File: config.mk
export PLATFORM = sky130hd
export DESIGN_NAME = elm_mac_accum_flat
export DESIGN_NICKNAME = d
export VERILOG_FILES = /design/src/rtl/elm_mac_accum_if.sv /design/src/rtl/elm_mac_accum.sv /design/src/flat_wrapper.sv
export SDC_FILE = /design/constraint.sdc
export NUM_CORES = 1
export LEC_CHECK = 0
export BUFFER_PORTS_ARGS = -buffer_cell sky130_fd_sc_hd__buf_2
export CORE_ASPECT_RATIO = 1.5
export CORE_MARGIN = 5
export CORE_UTILIZATION = 52
export CTS_CLUSTER_DIAMETER = 80
export DETAILED_ROUTE_END_ITERATION = 10
export HOLD_SLACK_MARGIN = 0.08
export PLACE_DENSITY = 0.79
export SETUP_SLACK_MARGIN = 0.1
export SYNTH_ARGS = -nofsm -noshare
export SYNTH_HDL_FRONTEND = slang
export SYNTH_SLANG_ARGS = --single-unit
File: constraint.sdc
create_clock -name clk -period 2.69 [get_ports clk]
set_clock_uncertainty 0.05 [all_clocks]
set_input_delay 0 -clock clk [delete_from_list [all_inputs] [get_ports clk]]
set_output_delay 0 -clock clk [all_outputs]
set_load 0.02 [all_outputs]
File: src/rtl/elm_mac_accum_if.sv
// Product-stream / result handshake bundle for elm_mac_accum.
// slave = accumulator side, master = upstream producer plus result consumer.
interface elm_mac_accum_if #(
   parameter int ACC_W = 40,
   parameter int CNT_W = 8
);
   logic             s_valid;
   logic             s_ready;
   logic [31:0]      s_p;
   logic             s_last;
   logic             m_valid;
   logic             m_ready;
   logic [ACC_W-1:0] m_acc;
   logic [CNT_W-1:0] m_count;
   logic             m_sat;

   modport slave (
      input  s_valid, s_p, s_last, m_ready,
      output s_ready, m_valid, m_acc, m_count, m_sat
   );

   modport master (
      output s_valid, s_p, s_last, m_ready,
      input  s_ready, m_valid, m_acc, m_count, m_sat
   );
endinterface

File: src/rtl/elm_mac_accum.sv
// Streaming dot-product accumulator behind the ELM 16x16 multiplier; one result per vector.
// ELM_ACC_SAT_EN selects saturating accumulation with m_sat reporting; otherwise the sum wraps.
module elm_mac_accum #(
   parameter int ACC_W = 40,
   parameter int CNT_W = 8
) (
   input logic          clk,
   input logic          rst,
   elm_mac_accum_if.slave bus
);
   typedef enum logic {ACC, HOLD} state_t;

   state_t           state_q, state_d;
   logic             accept;
   logic [ACC_W-1:0] acc_q, m_acc_q;
   logic [ACC_W-1:0] p_ext, raw, sum;
   logic [CNT_W-1:0] cnt_q, cnt_inc, m_count_q;

   assign p_ext   = {{(ACC_W-32){bus.s_p[31]}}, bus.s_p};
   assign raw     = acc_q + p_ext;
   // Beat counter sticks at all-ones instead of wrapping.
   assign cnt_inc = (&cnt_q) ? cnt_q : cnt_q + 1'b1;

`ifdef ELM_ACC_SAT_EN
   localparam logic [ACC_W-1:0] ACC_MAX = {1'b0, {(ACC_W-1){1'b1}}};
   localparam logic [ACC_W-1:0] ACC_MIN = {1'b1, {(ACC_W-1){1'b0}}};

   logic clamp, sat_q, m_sat_q;

   // Overflow only when both operands share a sign and the sum flips it.
   assign clamp = (acc_q[ACC_W-1] == p_ext[ACC_W-1]) && (raw[ACC_W-1] != acc_q[ACC_W-1]);
   assign sum   = clamp ? (acc_q[ACC_W-1] ? ACC_MIN : ACC_MAX) : raw;

   always_ff @(posedge clk) begin
      if (rst) begin
         sat_q   <= 1'b0;
         m_sat_q <= 1'b0;
      end else if (accept) begin
         if (bus.s_last) begin
            m_sat_q <= sat_q | clamp;
            sat_q   <= 1'b0;
         end else begin
            sat_q   <= sat_q | clamp;
         end
      end
   end

   assign bus.m_sat = m_sat_q;
`else
   assign sum       = raw;
   assign bus.m_sat = 1'b0;
`endif

   always_ff @(posedge clk) begin
      if (rst) state_q <= ACC;
      else     state_q <= state_d;
   end

   // Handshake outputs come from state alone; s_ready never looks at m_ready.
   always_comb begin
      state_d     = state_q;
      bus.s_ready = 1'b0;
      bus.m_valid = 1'b0;
      accept      = 1'b0;
      case (state_q)
         ACC: begin
            bus.s_ready = 1'b1;
            accept      = bus.s_valid;
            if (bus.s_valid && bus.s_last) state_d = HOLD;
         end
         HOLD: begin
            bus.m_valid = 1'b1;
            if (bus.m_ready) state_d = ACC;
         end
         default: state_d = ACC;
      endcase
   end

   always_ff @(posedge clk) begin
      if (rst) begin
         acc_q     <= '0;
         cnt_q     <= '0;
         m_acc_q   <= '0;
         m_count_q <= '0;
      end else if (accept) begin
         if (bus.s_last) begin
            m_acc_q   <= sum;
            m_count_q <= cnt_inc;
            acc_q     <= '0;
            cnt_q     <= '0;
         end else begin
            acc_q     <= sum;
            cnt_q     <= cnt_inc;
         end
      end
   end

   assign bus.m_acc   = m_acc_q;
   assign bus.m_count = m_count_q;
endmodule

File: src/flat_wrapper.sv
// flat-port wrapper written by rule: the top's interface ports become plain ports
module elm_mac_accum_flat 
#(
   parameter int ACC_W = 40,
   parameter int CNT_W = 8
)
  (clk, rst, bus_s_valid, bus_s_p, bus_s_last, bus_m_ready, bus_s_ready, bus_m_valid, bus_m_acc, bus_m_count, bus_m_sat);
  elm_mac_accum_if #(.ACC_W(ACC_W), .CNT_W(CNT_W)) bus_i ();
  input logic clk;
  input logic rst;
  input wire logic [$bits(bus_i.s_valid)-1:0] bus_s_valid;
  input wire logic [$bits(bus_i.s_p)-1:0] bus_s_p;
  input wire logic [$bits(bus_i.s_last)-1:0] bus_s_last;
  input wire logic [$bits(bus_i.m_ready)-1:0] bus_m_ready;
  output wire logic [$bits(bus_i.s_ready)-1:0] bus_s_ready;
  output wire logic [$bits(bus_i.m_valid)-1:0] bus_m_valid;
  output wire logic [$bits(bus_i.m_acc)-1:0] bus_m_acc;
  output wire logic [$bits(bus_i.m_count)-1:0] bus_m_count;
  output wire logic [$bits(bus_i.m_sat)-1:0] bus_m_sat;
  assign bus_i.s_valid = bus_s_valid;
  assign bus_i.s_p = bus_s_p;
  assign bus_i.s_last = bus_s_last;
  assign bus_i.m_ready = bus_m_ready;
  assign bus_s_ready = bus_i.s_ready;
  assign bus_m_valid = bus_i.m_valid;
  assign bus_m_acc = bus_i.m_acc;
  assign bus_m_count = bus_i.m_count;
  assign bus_m_sat = bus_i.m_sat;
  elm_mac_accum #(.ACC_W(ACC_W), .CNT_W(CNT_W)) u_core (.clk(clk), .rst(rst), .bus(bus_i));
endmodule
==> impl_metrics.env <==
export IMPL_final_cell_mix="107 x nand2_1, 94 x dfxtp_1, 86 x buf_2"
export IMPL_cts_max_level=3
export IMPL_slew_viol_final=0
export IMPL_io_buffer_count=86
export IMPL_hold_path_startpoint="bus_s_p[25]"
export IMPL_synth_fa_ha_area_share_pct=8.56
export IMPL_vias=6220
export IMPL_grt_use_total_pct=24.8
export IMPL_worst_slew_pin_slew_ns=0.508
export IMPL_initial_utilization_pct=53.0
export IMPL_drive_above_1_share_pct=24.3
export IMPL_stdcell_area_um2=7470
export IMPL_critPathRequiredTime_ns=2.93
export IMPL_hp_class="input port to register"
export IMPL_nets=956
export IMPL_yosysUniqueCellTypes=67
export IMPL_worst_hold_slack_ns=0.0916
export IMPL_routed_wl_mm=17.8
export IMPL_drc=0
export IMPL_rsz0062_at_grt="true"
export IMPL_clk_pin_slew_ns=0.07
export IMPL_synth_warnings=0
export IMPL_synth_edf_count=0
export IMPL_grt_antenna_before_repair=1
export IMPL_pre_cts_slack_ns=0.0414
export IMPL_drt_iter0_drc=383
export IMPL_slowest_stage="or4_1"
export IMPL_max_freq_mhz=381
export IMPL_wire_per_inst_um=17.3
export IMPL_routed_via_density=6.02
export IMPL_dpl_hpwl_mm=12.7
export IMPL_antennaDiodeCount=0
export IMPL_ir_drop_v=0.000336
export IMPL_cap_violations=0
export IMPL_combPwrFrac_pct=25.3
export IMPL_numCtsBuffers=9
export IMPL_cts_tree="built"
export IMPL_ys_ff_latch=97
export IMPL_layout_setup_ws_ns=0.0623
export IMPL_synth_fp_nets=862
export IMPL_syn_inst=784
export IMPL_synth_area_um2=6080
export IMPL_die_area_um2=14000
export IMPL_layout_commonest_cell="nand2_1"
export IMPL_first_global_vias=6064
export IMPL_power_frac_seq_pct=38.3
export IMPL_r2r_start="u_core.acc_q[0]"
export IMPL_hold_path_endpoint="u_core.bus.m_acc[25]"
export IMPL_muxShareOfSynthArea_pct=0.679
export IMPL_critPathKind="register to register"
export IMPL_synth_ff_type="dfxtp_1"
export IMPL_regToRegSetupSlack_ns=0.06
export IMPL_rr_endpoint="u_core.bus.m_acc[30]"
export IMPL_core_um2=11500
export IMPL_switching_share_pct=30.8
export IMPL_fin_crit_sh_pct=97.7
export IMPL_cp_arrival_ns=2.87
export IMPL_power_uw=4100
export IMPL_ys_async_sr_fraction_pct=0
export IMPL_seq_area_frac_synth_pct=31.9
export IMPL_synth_compound_area_share_pct=26.7
export IMPL_die_h_um=142
export IMPL_fillCellCount=981
export IMPL_drt_pass1_iterations=5
export IMPL_clockBufferDepth=2
export IMPL_crit_path_max_incr_delay_ns=0.49
export IMPL_setup_viol=0
export IMPL_crit_path_end_kind="register"
export IMPL_clkPwrFrac_pct=36.4
export IMPL_cp_depth=11
export IMPL_critPathBufInv=1
export IMPL_clock_latency_ns=0.36
export IMPL_synthTopCellsByArea="dfxtp_1 32%, ha_1 8.2%, nand2_1 6.7%, a21oi_1 6.6%, nor2_1 4.4%"
export IMPL_grt_first_pass_wirelength_mm=28.7
export IMPL_io_pins=88
export IMPL_timing_hold_violations_final=0
export IMPL_startpoint_type="register"
export IMPL_power_switching_uw=1260
export IMPL_gr_total_overflow=0
export IMPL_cts_root_buf="clkbuf_16"
export IMPL_fin_crit_ns=2.63
export IMPL_post_synth_top_area_cell="dfxtp_1"
export IMPL_synth_xor_area_share_pct=5.90
export IMPL_relSlewSlack_pct=66.1
export IMPL_yosys_area_share_simple_pct=21.3
export IMPL_rows=48
export IMPL_internal_power_uw=2840
export IMPL_area_delta_synth_final_pct=22.9
export IMPL_r2r_worst_path_cells=11
export IMPL_power_density_nw_per_um2=548
export IMPL_synth_top_cell_area_share_pct=31.9
export IMPL_placed_area_um2=6740
export IMPL_path_delay_family="compound AO/OA/AOI/OAI gates"
export IMPL_cpMostUsedCell="a21oi_4"
export IMPL_grt_max_degree=51
export IMPL_outcome="completed"
export IMPL_hold_depth=4
export IMPL_cp_max_fo=5
export IMPL_die_x_um=98.3
export IMPL_leakagePower_uw=0.00325
export IMPL_synth_top_family_by_area="compound AO/OA/AOI/OAI gates"
export IMPL_routabilityCongestion=0.930
export IMPL_cts_sinks=97
export IMPL_crit_chain="ha_4 > inv_2 > fa_2 > nand2b_4 > a21oi_4 > o21ai_4 > o31ai_4 > a21oi_4 > o221a_4 > or4_1 > nand3_1"
export IMPL_avgSynthCellArea_um2=7.76
export IMPL_antenna_left=0
-- layer usage --
| layer | vias up | wire length, um | global-route usage [%] |
|---|---|---|---|
| li1 | 3020 | - | - |
| met1 | 2903 | 7070 | 28.0 |
| met2 | 236 | 8980 | 44.2 |
| met3 | 59 | 1100 | 5.25 |
| met4 | 2 | 685 | 11.7 |
| met5 | - | 11 | 0 |
-- worst max-delay path by stage --
stage	from	endpoint	slack [ns]
finish	u_core.acc_q[0]	u_core.bus.m_acc[30]	0.06
global route	u_core.acc_q[0]	u_core.bus.m_acc[32]	-0.02
CTS	u_core.acc_q[0]	u_core.bus.m_acc[30]	0.07
detailed placement	u_core.acc_q[0]	u_core.bus.m_acc[30]	0.04
global placement	u_core.acc_q[0]	u_core.bus.m_acc[30]	0.11
floorplan	u_core.acc_q[0]	u_core.bus.m_acc[30]	0.14
-- cell usage after synthesis (2+ instances only) --
| cell | count |
|---|---|
| o21ai_1 | 3 |
| nand4_1 | 21 |
| dfxtp_1 | 97 |
| a31o_2 | 4 |
| a21o_1 | 20 |
| and4_1 | 2 |
| a211oi_1 | 7 |
| inv_1 | 15 |
| or4_1 | 2 |
| nand3_1 | 27 |
| xnor2_1 | 25 |
| a31oi_1 | 12 |
| a22oi_1 | 17 |
| and3_1 | 8 |
| o21ai_2 | 4 |
| o21ai_0 | 37 |
| o31ai_1 | 3 |
| nand2_1 | 108 |
| or3_1 | 5 |
| a22o_1 | 13 |
| buf_4 | 2 |
| o311a_1 | 2 |
| nor4_1 | 2 |
| mux2i_1 | 3 |
| a32oi_1 | 2 |
| ha_1 | 40 |
| a211o_1 | 2 |
| buf_2 | 18 |
| o311ai_0 | 3 |
| nand2b_1 | 6 |
| a21oi_1 | 80 |
| nor2b_1 | 3 |
| o211ai_1 | 5 |
| clkbuf_1 | 36 |
| o311ai_1 | 3 |
| nor3_1 | 22 |
| o21a_1 | 2 |
| o21bai_1 | 5 |
| xor2_1 | 16 |
| and2_1 | 5 |
| nor2_1 | 71 |
-- through the flow --
step | instances | utilization (%) | TNS [ns]
final | 1033 | 65.2 | 0
after global routing | 1033 | 65.2 | -0.0309
after CTS | 1025 | 62.9 | 0
after detailed placement | 1000 | 58.7 | 0
after global placement | 1000 | 58.7 | 0
after floorplan | 784 | - | 0
-- final cells by class --
| type | instances | area, um2 | area share (%) |
|---|---|---|---|
| Timing Repair Buffer | 140 | 847 | 11.3 |
| Clock buffer | 9 | 225 | 3.01 |
| Tap cell | 150 | 188 | 2.51 |
| Inverter | 15 | 56.3 | 0.753 |
| Sequential cell | 97 | 1950 | 26.0 |
| Multi-Input combinational cell | 615 | 4100 | 54.8 |
| Clock inverter | 7 | 116 | 1.56 |
-- logic make-up after synthesis --
group / Yosys count
other: 1
AOI/OAI and AO/OA: 242
DFF: 97
xor gates and xnor gates: 41
buffers and inverters: 72
muxes: 4
adders and majority gates: 41
and+or+nand+nor: 286
-- flip-flops by register name, indices dropped and copies added, names as in the netlist --
signal and flops:
u_core.acc_q 40, u_core.bus.m_acc 40, u_core.bus.m_count 8, u_core.cnt_q 8, u_core.state_q 1
-- worst min-delay path: cells and delay by family --
family / cells / cell delay [ns]
AOI/OAI and AO/OA: 1 / 0.07
adders and majority gates: 1 / 0.22
and+or+nand+nor: 1 / 0.05
buffers and inverters: 1 / 0.10
-- power groups by stage --
stage | combinational, uW | sequential (uW) | clock, uW
after floorplan | 597 | 1650 | 0
final | 1040 | 1570 | 1490
after CTS | 966 | 1570 | 1500
after detailed placement | 938 | 1600 | 0
after global placement | 930 | 1600 | 0
after global routing | 1130 | 1580 | 1570
-- repair_timing --
item	4_1_cts	5_1_grt
setup buffers	6	8
hold buffers	3	0
gates cloned	0	0
resized for setup	12	50
pin swaps	9	24
setup endpoints to repair	7	41
hold endpoints to repair	5	0
Power figures use the tool's default switching activity.
